`config.mk`:
```
export PLATFORM = sky130hd
export DESIGN_NAME = auto_player
export DESIGN_NICKNAME = d
export VERILOG_FILES = /design/src/rtl/whack_a_mole_pkg.sv /design/src/rtl/auto_player_counter.sv /design/src/rtl/auto_player.sv
export SDC_FILE = /design/constraint.sdc
export NUM_CORES = 1
export LEC_CHECK = 0
export CAP_MARGIN = 20
export CORE_MARGIN = 4
export CORE_UTILIZATION = 58
export CTS_BUF_LIST = sky130_fd_sc_hd__clkbuf_4 sky130_fd_sc_hd__clkbuf_8 sky130_fd_sc_hd__clkbuf_16
export CTS_CLUSTER_SIZE = 20
export DETAILED_ROUTE_END_ITERATION = 6
export PLACE_DENSITY = 0.82
export SETUP_SLACK_MARGIN = 0.5
export SYNTH_ARGS = -nofsm -noshare
export SYNTH_HDL_FRONTEND = slang
export SYNTH_SLANG_ARGS = --single-unit
```
`constraint.sdc`:
```
create_clock -name clk -period 4.4 [get_ports clk]
set_input_delay 0.66 -clock clk [delete_from_list [all_inputs] [get_ports clk]]
set_output_delay 0.66 -clock clk [all_outputs]
set_load 0.01 [all_outputs]
```
`src/rtl/whack_a_mole_pkg.sv`:
```
// whack_a_mole_pkg: shared FSM encoding and helpers for the whack-a-mole game.
// Provides the player state enum, ms->clock conversion and a lowest-set-bit encoder.
package whack_a_mole_pkg;

    localparam int MAX_HOLES = 32;

    typedef enum logic [2:0] {
        IDLE    = 3'd0,
        WAIT    = 3'd1,
        REACT   = 3'd2,
        WHACK   = 3'd3,
        HOLDOFF = 3'd4
    } player_state_e;

    function automatic int ms_to_clks(input int ms, input int clks_per_ms);
        return ms * clks_per_ms;
    endfunction

    // One-hot of the lowest set bit; all zeros when v is zero.
    function automatic logic [MAX_HOLES-1:0] lowest_set(
        input logic [MAX_HOLES-1:0] v
    );
        return v & (~v + MAX_HOLES'(1));
    endfunction

endpackage

```
`src/rtl/auto_player_counter.sv`:
```
// ms_delay_counter: loadable down-counter with a one-cycle done pulse.
// Ports: clk, rst (sync, high), load, value[W], done. The load cycle counts as
// the first cycle, so done is high in the value-th cycle after (and including) load.
module ms_delay_counter
    import whack_a_mole_pkg::*;
#(
    parameter int W = 8
) (
    input  logic         clk,
    input  logic         rst,
    input  logic         load,
    input  logic [W-1:0] value,
    output logic         done
);

    logic [W-1:0] cnt;

    always_ff @(posedge clk) begin
        if (rst) begin
            cnt <= '0;
        end else if (load) begin
            cnt <= value - W'(1);
        end else if (cnt != '0) begin
            cnt <= cnt - W'(1);
        end
    end

    assign done = (cnt == W'(1));

endmodule

```
`src/rtl/auto_player.sv`:
```
// auto_player: demo-mode player that whacks moles after a human-like delay.
// Ports: clk, rst, enable, mole_positions in; switches, whack_strobe, whack_count out.
// Optional AUTO_PLAYER_LFSR_JITTER_EN adds LFSR-driven reaction jitter.
module auto_player
    import whack_a_mole_pkg::*;
#(
    parameter int NUM_HOLES   = 18,
    parameter int CLKS_PER_MS = 50000,
    parameter int REACTION_MS = 300,
    parameter int SETTLE_MS   = 150,
    parameter int MISS_EVERY  = 5,
    parameter int JITTER_MS   = 64
) (
    input  logic                 clk,
    input  logic                 rst,
    input  logic                 enable,
    input  logic [NUM_HOLES-1:0] mole_positions,
    output logic [NUM_HOLES-1:0] switches,
    output logic                 whack_strobe,
    output logic [15:0]          whack_count
);

    localparam logic [2:0] S_IDLE    = IDLE;
    localparam logic [2:0] S_WAIT    = WAIT;
    localparam logic [2:0] S_REACT   = REACT;
    localparam logic [2:0] S_WHACK   = WHACK;
    localparam logic [2:0] S_HOLDOFF = HOLDOFF;

    localparam int REACT_CLKS  = ms_to_clks(REACTION_MS, CLKS_PER_MS);
    localparam int SETTLE_CLKS = ms_to_clks(SETTLE_MS, CLKS_PER_MS);
`ifdef AUTO_PLAYER_LFSR_JITTER_EN
    localparam int JITTER_MAX  = (JITTER_MS - 1) * CLKS_PER_MS;
`else
    localparam int JITTER_MAX  = 0 * JITTER_MS;
`endif
    localparam int REACT_MAX   = REACT_CLKS + JITTER_MAX;
    localparam int MAX_CLKS    = (REACT_MAX > SETTLE_CLKS) ?
                                 REACT_MAX : SETTLE_CLKS;
    localparam int CW          = $clog2(MAX_CLKS) + 1;

    localparam logic [15:0] MISS_DUE =
        16'((MISS_EVERY == 0) ? 0 : MISS_EVERY - 1);

    logic [2:0]           state, state_nx;
    logic [NUM_HOLES-1:0] prev_moles, whacked, pending;
    logic [NUM_HOLES-1:0] empty_holes, hit_bit, miss_bit, tgt;
    logic [15:0]          miss_cnt;
    logic [CW-1:0]        load_val, react_val;
    logic                 change, done, load, fire;
    logic                 miss_due, is_miss;

    assign change = (mole_positions != prev_moles);

    // A fresh pattern invalidates the whacked mask in the same cycle.
    assign pending = change ? mole_positions : (mole_positions & ~whacked);

    assign empty_holes = ~mole_positions;
    assign hit_bit  = NUM_HOLES'(lowest_set(MAX_HOLES'(pending)));
    assign miss_bit = NUM_HOLES'(lowest_set(MAX_HOLES'(empty_holes)));

    // A miss turn with no empty hole falls back to a hit and stays due.
    assign miss_due = (MISS_EVERY != 0) && (miss_cnt == MISS_DUE);
    assign is_miss  = miss_due && (empty_holes != '0);
    assign tgt      = is_miss ? miss_bit : hit_bit;

`ifdef AUTO_PLAYER_LFSR_JITTER_EN
    logic [7:0] lfsr;

    always_ff @(posedge clk) begin
        if (rst) begin
            lfsr <= 8'h01;
        end else begin
            lfsr <= {lfsr[6:0], lfsr[7] ^ lfsr[5] ^ lfsr[4] ^ lfsr[3]};
        end
    end

    assign react_val = CW'(REACT_CLKS +
                           (int'(lfsr) % JITTER_MS) * CLKS_PER_MS);
`else
    assign react_val = CW'(REACT_CLKS);
`endif

    ms_delay_counter #(
        .W(CW)
    ) u_delay (
        .clk  (clk),
        .rst  (rst),
        .load (load),
        .value(load_val),
        .done (done)
    );

    // The whack itself is committed on the edge into WHACK, so the
    // switch toggle and strobe are both visible during the WHACK cycle.
    always_comb begin
        state_nx = state;
        load     = 1'b0;
        load_val = react_val;
        fire     = 1'b0;
        if (!enable) begin
            state_nx = S_IDLE;
        end else begin
            unique case (state)
                S_IDLE: state_nx = S_WAIT;
                S_WAIT: begin
                    if (pending != '0) begin
                        load     = 1'b1;
                        state_nx = S_REACT;
                    end
                end
                S_REACT: begin
                    if (change) begin
                        load = 1'b1;
                    end else if (done) begin
                        if (pending != '0) begin
                            fire     = 1'b1;
                            state_nx = S_WHACK;
                        end else begin
                            state_nx = S_WAIT;
                        end
                    end
                end
                S_WHACK: begin
                    load     = 1'b1;
                    load_val = CW'(SETTLE_CLKS);
                    state_nx = S_HOLDOFF;
                end
                S_HOLDOFF: begin
                    if (change) begin
                        load     = 1'b1;
                        state_nx = S_REACT;
                    end else if (done) begin
                        if (pending != '0) begin
                            fire     = 1'b1;
                            state_nx = S_WHACK;
                        end else begin
                            state_nx = S_WAIT;
                        end
                    end
                end
                default: state_nx = S_IDLE;
            endcase
        end
    end

    always_ff @(posedge clk) begin
        if (rst) begin
            state        <= S_IDLE;
            prev_moles   <= '0;
            whacked      <= '0;
            switches     <= '0;
            whack_strobe <= 1'b0;
            whack_count  <= '0;
            miss_cnt     <= '0;
        end else begin
            state        <= state_nx;
            prev_moles   <= mole_positions;
            whack_strobe <= fire;
            if (!enable || (change && state != S_IDLE)) begin
                whacked <= '0;
            end else if (fire && !is_miss) begin
                whacked <= whacked | tgt;
            end
            if (fire) begin
                switches <= switches ^ tgt;
                if (whack_count != 16'hFFFF) begin
                    whack_count <= whack_count + 16'd1;
                end
                if (is_miss) begin
                    miss_cnt <= '0;
                end else if (MISS_EVERY != 0 && !miss_due) begin
                    miss_cnt <= miss_cnt + 16'd1;
                end
            end
        end
    end

endmodule

```
=== Yosys cells after proc, flatten, opt, wreduce, memory -nomap -nowiden ===
Cells that the tools add are included.

* Multiplexer cells: 22
* Reductions and logical operators: 18
* Eq/ne operators: 11
* Add/sub/neg operators: 6
* Bitwise gates (word level): 10

{| class="wikitable"
|+ Operator list
! operator !! number
|-
| $mux 25 || 3
|-
| $not 18->18 || 4
|-
| $and 18x18->18 || 3
|-
| $sub 25x1->25 const B || 2
|-
| $add 18x1->18 const B || 2
|-
| $mux 18 || 2
|-
| $reduce_bool 18->1 || 2
|-
| $add 16x1->16 const B || 2
|-
| $mux 16 || 2
|-
| $eq 25x1->1 const B || 1
|-
| $reduce_bool 25->1 || 1
|-
| $mux 24 || 1
|-
| $ne 18x18->1 || 1
|-
| $or 18x18->18 || 1
|-
| $xor 18x18->18 || 1
|-
| $eq 16x3->1 const B || 1
|-
| $ne 16x16->1 const B || 1
|-
| $pmux 3 s5 || 1
|-
| $mux 3 || 4
|-
| $mux 1 || 7
|-
| $eq 3x2->1 const B || 2
|-
| $reduce_and 2->1 || 3
|-
| $reduce_or 2->1 || 3
|-
| $ne 2x2->1 const B || 2
|-
| 12 further kinds || 15
|}

* Register bits: 115
* Input bits: 21
* Word-level logic and storage cells: 75
* Output and inout port bits: 35

=== Depth between registers and ports, before layout ===
Gate-level depths: netlist of run 1.

* Depth in word-level cells: 10
* Mapped depth: 14
* Depth with buffers taken out: 11

=== Cells and area by module ===
From an unflattened synthesis of run 1, not the netlist that was laid out.

* Cell total of the unflattened synthesis: 809
* Area total of the unflattened synthesis: 6,645.1 um2

{| class="wikitable"
|+ By module, submodules not included
! module !! cells an instance !! area each (um2) !! times used !! seq. area each (um2)
|-
| auto_player || 568 || 4,728.3 || 1 || 1,801.7
|-
| ms_delay_counter || 241 || 1,916.8 || 1 || 500.5
|}

=== Worst setup path before layout of run 1 ===
OpenSTA, ideal clock, no wires.

* Path kind: input -> register
* Start point: input mole_positions[2]
* End point: register miss_cnt[15]
* Buffers on the path: 2
* Arrival: 3.331 ns
* Setup slack: 0.955 ns
* Library setup time: 0.114 ns
* Data required time: 4.286 ns
* Stages: 11
* Cells stage by stage: clkbuf_1 -> xor2_1 -> nor4_4 -> nand3_4 -> buf_6 -> o31a_1 -> or2_4 -> nor4b_4 -> a211oi_2 -> a22o_1 -> a21o_1

* Word-level cells in the longest chain between the ends: 9
* Elaborated cells on any way between the ends: 15
* Classes of those cells: 2 x eq/ne; 7 x mux; 2 x bitwise; 4 x reduce/logical

{| class="wikitable"
|+ RTL lines
! element !! line !! source
|-
| from (decl) || auto_player.sv:17 || <nowiki>input logic [NUM_HOLES-1:0] mole_positions,</nowiki>
|-
| $ne 18x18->1 / $and 18x18->18 (equally long branches) || auto_player.sv:52, auto_player.sv:55 ||
|-
| $mux 18 || auto_player.sv:55 || <nowiki>assign pending = change ? mole_positions : (mole_positions & ~whacked);</nowiki>
|-
| $reduce_bool 18->1 || auto_player.sv:115, auto_player.sv:133 ||
|-
| $mux 1 || auto_player.sv:115, auto_player.sv:133 ||
|-
| $mux 1 || auto_player.sv:132 || <nowiki>end else if (done) begin</nowiki>
|-
| $mux 1 || auto_player.sv:112 || <nowiki>if (change) begin</nowiki>
|-
| $mux 1 || - ||
|-
| $mux 1 || auto_player.sv:100 || <nowiki>if (!enable) begin</nowiki>
|-
| $reduce_and 2->1 (no source line) || - ||
|-
| to (signal assigned) || auto_player.sv:172 || <nowiki>miss_cnt <= miss_cnt + 16'd1;</nowiki>
|-
| to (decl) || auto_player.sv:47 || <nowiki>logic [15:0] miss_cnt;</nowiki>
|}

Parallel ways exist; a longest one is shown, timed or not.
A chain may end at the register's enable or synchronous reset.

=== Final worst setup path of run 1 ===
* Start point: input mole_positions[3]
* End point: register u_delay.cnt[6]

* Word-level cells in the longest chain between the ends: 7
* Elaborated cells on any way between the ends: 10
* Classes of those cells: 1 x eq/ne; 6 x mux; 1 x bitwise; 2 x reduce/logical

{| class="wikitable"
|+ RTL lines
! element !! line !! source
|-
| $ne 18x18->1 / $and 18x18->18 (equally long branches) || auto_player.sv:52, auto_player.sv:55 ||
|-
| $mux 18 || auto_player.sv:55 ||
|-
| $reduce_bool 18->1 || auto_player.sv:106 || <nowiki>if (pending != '0) begin</nowiki>
|-
| $mux 1 || auto_player.sv:106 ||
|-
| $pmux 1 s3 * || auto_player.sv:103 || <nowiki>unique case (state)</nowiki>
|-
| $mux 1 * || auto_player.sv:100 ||
|-
| $mux 25 / $reduce_bool 2->1 (equally long branches) || - ||
|-
| to (signal assigned) || auto_player_counter.sv:22 || <nowiki>cnt <= value - W'(1);</nowiki>
|-
| to (signal assigned) || auto_player_counter.sv:24 || <nowiki>cnt <= cnt - W'(1);</nowiki>
|-
| to (decl) || auto_player_counter.sv:16 || <nowiki>logic [W-1:0] cnt;</nowiki>
|}

Mark *: on every way between the ends. The rest lies on a longest branch, timed or not.

==> results of run 1 <==
==> cell usage after synthesis (all sizes together), types with 4 or more instances <==
| library cell | n | area (um^2) |
|---|---|---|
| inv | 28 | 105.1 |
| xnor2 | 20 | 175.2 |
| ha | 5 | 62.56 |
| o31a | 6 | 52.55 |
| a41oi | 6 | 52.55 |
| and3 | 20 | 125.1 |
| nor2b | 28 | 175.2 |
| o21ai | 33 | 176.4 |
| o22ai | 4 | 25.02 |
| and2 | 4 | 25.02 |
| o31ai | 14 | 142.6 |
| or2 | 6 | 40.04 |
| nor4 | 17 | 136.4 |
| dfxtp | 115 | 2302 |
| a31oi | 11 | 68.82 |
| nor4b | 6 | 67.56 |
| mux2i | 5 | 50.05 |
| clkbuf | 21 | 78.83 |
| nand4 | 20 | 143.9 |
| o32a | 7 | 70.07 |
| nand2 | 49 | 188.9 |
| a21oi | 45 | 229.0 |
| or4 | 7 | 52.55 |
| a31o | 5 | 43.79 |
| or3 | 11 | 68.82 |
| buf | 14 | 88.84 |
| nand3 | 35 | 187.7 |
| nor2 | 78 | 302.8 |
| a22o | 8 | 70.07 |
| mux2 | 4 | 45.04 |
| xor2 | 24 | 210.2 |
| o21a | 7 | 52.55 |
| a211oi | 9 | 72.57 |
| nor3 | 22 | 110.1 |
| a21o | 4 | 30.03 |
==> worst register-to-register path: cells and delay by family (launching register included) <==
| family | cells | cell delay, ns |
|---|---|---|
| buffers and inverters | 1 | 0.19 |
| AO/OA/AOI/OAI | 1 | 0.16 |
| multiplexers | 1 | 0.36 |
| AND/OR/NAND/NOR | 7 | 2.38 |
| flip-flops | 1 | 0.35 |
==> state kept, by name, indices dropped and copies added (netlist names) <==
name,cells
miss_cnt,16
prev_moles,18
state,3
switches,18
u_delay.cnt,25
whack_count,16
whack_strobe,1
whacked,18
==> per-layer routing <==
metal	track usage	share of wire	vias up
met3	0.06987	0.065	31
met5	0	0	-
met2	0.4417	0.48	207
met4	0.09246	0.019	0
li1	-	-	2824
met1	0.3572	0.43	2844
==> final timing paths <==
kind	to	depth (start not counted)	slack, ns	startpoint
setup reg to reg	whack_count[8]	10	0.85	u_delay.cnt[17]
setup / recovery	u_delay.cnt[6]	10	0.64	mole_positions[3]
hold / removal	whacked[17]	2	0.47	whacked[17]
hold reg to reg	whacked[17]	2	0.47	whacked[17]
==> final cells by class <==
cell class                      instances  area (um^2)
Fill cell                             773         2729
Inverter                               28        105.1
Timing Repair Buffer                   91        828.3
Sequential cell                       115         2302
Tap cell                              136        170.2
Multi-Input combinational cell        552         3581
Clock inverter                          4        95.09
Clock buffer                           26        513.0
==> where the power goes <==
part / internal [uW] / switching, uW / leakage, uW / total (uW)
sequential: 1140 / 93.1 / 0.000935 / 1240
clock: 955 / 451 / 0.000305 / 1410
combinational: 302 / 410 / 0.00153 / 712
total: 2400 / 953 / 0.00277 / 3350
==> cell families after synthesis <==
kind of cell / after synthesis / share of synthesized area
compound gates: 178 / 0.2104
mux: 9 / 0.01545
simple gates: 316 / 0.2831
xor+xnor: 44 / 0.06260
fa+ha+maj: 5 / 0.01016
buf+inv: 63 / 0.04431
flops: 115 / 0.3740
==> metrics by stage <==
stage               hold WS (ns)  worst slack, ns
CTS                       0.4617           0.7040
global route              0.4868           0.5099
floorplan                 0.4313           0.9555
global placement          0.4485           0.2453
detailed placement        0.4527           0.1583
finish                    0.4670           0.6358
==> timing repair <==
action,CTS,global route
endpoints found under the setup margin,0,9
resized for setup,0,1
hold buffers,0,0
==> cells in the final DEF (no fill, tap or decap), types with 7 or more instances in the layout <==
cell,instances
o31ai_1,10
clkdlybuf4s50_1,54
nand4_1,17
and3_1,20
a22o_1,8
nor2_1,74
inv_1,28
or4_1,7
xor2_1,24
o21a_1,7
o32a_1,7
a211oi_1,8
or3_1,11
dfxtp_1,115
buf_4,35
a31oi_1,11
a21oi_1,44
xnor2_1,20
o21ai_0,27
clkbuf_16,16
nor4_1,15
nor2b_1,28
nand3_1,34
nor3_1,22
nand2_1,47
==> results.yml, run 1 <==
timing:
  finalHoldViolations: 0
  slew_violations: 0
  finalCritPeriodShare: 0.8555
  rsz0062_at_grt: "false"
  fmax_ghz: 0.2657
  worst_pin_slew_ns: 0.7210
  period_needed_ns: 3.764
  maxSlewHeadroom: 0.5176
  setup_viol: 0
  fin_tns_setup_ns: 0
  fin_skew_ns: 0.007814
pwr:
  leakagePower_uw: 0.002772
  p_total_uw: 3353
  irDropWorstVdd_mv: 0.3229
  powerDensity_nw_per_um2: 441.5
logic_synthesis:
  synth_edf_count: 0
  synthesis.area_um2: 6156
  synthFlopType: "dfxtp_1"
  syn_inst: 730
  postSynth.asyncResetShare: 0
  synth.ff_latch_count: 115
  syn_area_per_cell_um2: 8.433
  synth_nets: 756
  ys_seq_area_frac: 0.3740
  synth_cell_type_count: 73
  yosys_warnings: 0
status:
  violations: "design-rule violations"
  outcome: "complete, but fails checks"
critical_path:
  cp-end-kind: "flop"
  cp_slowest_stage_delay_ns: 0.60
  path_buf_inv: 1
  crit_required_ns: 4.84
  critPathTopFamily: "simple AND/OR/NAND/NOR gates"
  cp_common_cell: "o31ai_1"
  path_class: "in -> reg"
  cp_data_arrival_time_ns: 4.21
  start_kind: "primary input"
  path_cells: "clkdlybuf4s50_1, xor2_1, nor4_4, nand3_4, o31ai_1, nand3_1, nand4b_4, o31ai_4, nand2_2, o31ai_1"
  crit_slowest_cell: "nor4_4"
  cp_max_fo: 14
global_route:
  grt_pass1_wl_um: 27540
  antenna_found_initial: 0
  grt_pass1_vias: 5588
  grt-ovfl-total: 0
  grt_max_degree: 51
  track_usage: 0.2734
clocking:
  clk_path_buf_depth: 2
  clkSinkCount: 115
  clock-root-buffer: "clkbuf_8"
  clkSlewWorstSetupHoldPaths_ns: 0.06
  post-cts-setup-buffers: 0
  clk_latency_ns: 0.53
  cts_made_buffers: 17
  ctsHtreeMaxLevel: 4
  cts_tree: "built"
floorplan:
  fp.dieW_um: 111.0
  coreArea_um2: 10320
  ios: 56
  die_h_um: 111.0
  dieArea_um2: 12330
  start_util: 0.5963
  placementRows: 37
placed_design:
  dp.cells: 922
  portBuffers: 55
  postPlaceCellArea_um2: 6987
  hpwl_um: 12110
  place_congestion: 0.9589
route:
  num_vias: 5906
  vias_per_cell: 6.204
  drc: 2
  wire_per_inst_um: 17.72
  firstDrtPassIters: 7
  drt_iter0_markers: 477
  final_antenna_net_count: 0
  drt_wl_total_um: 16870
finish:
  diodes: 0
  finalNonFillerCells: 952
  drive_gt1_frac: 0.1299
  num-nets-final: 831
  syn_to_final_growth_pct: 23.37
  final_area_um2: 7595
  utilization: 0.7357
min_path:
  holdCritPathClass: "reg -> reg"
run:
  drv_cap: 0
Power figures use the tool's default switching activity.
==> run 2, diff against run 1 <==
--- a/config.mk
+++ b/config.mk
@@ -6,11 +6,11 @@
 export NUM_CORES = 1
 export LEC_CHECK = 0
 export CAP_MARGIN = 20
-export CORE_MARGIN = 4
 export CORE_UTILIZATION = 58
 export CTS_BUF_LIST = sky130_fd_sc_hd__clkbuf_4 sky130_fd_sc_hd__clkbuf_8 sky130_fd_sc_hd__clkbuf_16
 export CTS_CLUSTER_SIZE = 20
 export DETAILED_ROUTE_END_ITERATION = 6
+export GPL_TIMING_DRIVEN = 1
 export PLACE_DENSITY = 0.82
 export SETUP_SLACK_MARGIN = 0.5
 export SYNTH_ARGS = -nofsm -noshare
==> results.yml, run 2 (synthesized netlist as in run 1, its figures left out) <==
pwr:
  comb_power_share: 0.215
  p_clk_frac: 0.415
  leakagePower_uw: 0.002773
  pwr-share-seq: 0.370
  power_switching_share: 0.2961
  irDropWorstVdd_mv: 0.3561
  powerDensity_nw_per_um2: 439.5
  switching_power_uw: 988.5
  p_int_uw: 2350
finish:
  final_area_um2: 7597
  largest_register_ffs: 25
  mostFrequentLayoutCell: "dfxtp_1"
  drive_gt1_frac: 0.1341
  layout_common_cells: "dfxtp_1, nor2_1, clkdlybuf4s50_1"
  regMostFlops: "u_delay.cnt"
  syn_to_final_growth_pct: 23.41
  diodes: 0
  num-nets-final: 833
run:
  drv_cap: 0
critical_path:
  cp_data_arrival_time_ns: 4.10
  start_kind: "primary input"
  path_class: "in -> reg"
  cp-end-kind: "flop"
  cp_max_fo: 14
  crit_required_ns: 4.83
global_route:
  grt_max_degree: 57
  grt-ovfl-total: 0
  track_usage: 0.3231
  antenna_found_initial: 0
  grt_pass1_wl_um: 28440
  grt_pass1_vias: 5745
timing:
  fin_skew_ns: 0.01043
  holdWs_ns: 0.4552
  finalCritPeriodShare: 0.8349
  finalHoldViolations: 0
  maxSlewHeadroom: 0.3802
  period_needed_ns: 3.673
  setup_slack_ns: 0.7265
  slew_violations: 0
  fin_tns_setup_ns: 0
  setup_viol: 0
  fmax_ghz: 0.2722
  worst_pin_slew_ns: 0.9200
  rsz0062_at_grt: "false"
floorplan:
  fp.dieW_um: 105.0
  dieArea_um2: 11030
  coreArea_um2: 10320
  start_util: 0.5963
  die_h_um: 105.0
  placementRows: 37
  ios: 56
route:
  wire_per_inst_um: 18.11
  firstDrtPassIters: 5
  vias_per_cell: 6.274
  drt_iter0_markers: 469
  drc: 0
  final_antenna_net_count: 0
  num_vias: 5998
  drt_wl_total_um: 17320
clocking:
  cts_tree: "built"
  clkSlewWorstSetupHoldPaths_ns: 0.06
  clock-root-buffer: "clkbuf_8"
  ctsHtreeMaxLevel: 4
  cts_made_buffers: 17
  clk_latency_ns: 0.53
  clk_path_buf_depth: 2
  cts_hold_buf: 0
  clkSinkCount: 115
placed_design:
  place_congestion: 0.9745
  dp_slack_ns: 0.2073
  hpwl_um: 12160
  postPlaceCellArea_um2: 6994
  portBuffers: 55
status:
  outcome: "complete, no violations"
min_path:
  holdCritPathClass: "reg -> reg"
run 2: cell type report:
type	instances	area [um^2]
clock buffers	22	464.2
clock inverters	10	131.4
fillers	767	2726
inverters	28	105.1
multi-input cells	552	3581
flip-flops and latches	115	2302
well taps	136	170.2
repair buffers	93	843.3
run 2: metrics by stage:
stage	std cells	util	total power (uW)
6_report	956	0.7359	3339
4_1_cts	955	0.7352	3324
3_3_place_gp	923	0.6775	1915
5_1_grt	956	0.7359	3480
3_5_place_dp	923	0.6775	1945
2_1_floorplan	730	-	1775
run 2: what timing repair did:
item	CTS	global route
resized for setup	0	2
buffers inserted	0	1
setup endpoints to repair	0	14
run 2: per-layer routing:
layer / share of wire / vias up / wire [um] / track usage
li1: - / 2838 / - / -
met5: 0 / - / 0 / 0
met4: 0.019 / 0 / 331 / 0.1237
met3: 0.074 / 31 / 1284 / 0.06238
met2: 0.47 / 252 / 8054 / 0.5180
met1: 0.44 / 2877 / 7647 / 0.4293
run 2: path summary, 6_finish.rpt:
| path | start | endpoint | slack (ns) | cells past startpoint |
|---|---|---|---|---|
| max | mole_positions[9] | u_delay.cnt[12] | 0.73 | 10 |
| min | whacked[17] | whacked[17] | 0.46 | 2 |
| max reg2reg | u_delay.cnt[17] | whack_count[8] | 0.80 | 10 |
| min reg2reg | whacked[17] | whacked[17] | 0.46 | 2 |
run 2: worst max-delay path: stages:
cell,delay (ns)
clkdlybuf4s50_1,0.57
inv_1,0.14
a2111oi_4,0.49
nand3_4,0.27
o31ai_1,0.45
nand3_1,0.26
nand4b_4,0.33
o31ai_4,0.41
nand2_2,0.22
o31ai_1,0.31
run 2: power by group through the flow:
| stage | sequential (uW) | clock [uW] | combinational, uW |
|---|---|---|---|
| 2_1_floorplan | 1230 | 0 | 544 |
| 3_3_place_gp | 1240 | 0 | 670 |
| 3_5_place_dp | 1250 | 0 | 694 |
| 4_1_cts | 1230 | 1390 | 707 |
| 5_1_grt | 1240 | 1440 | 799 |
| 6_report | 1230 | 1390 | 718 |
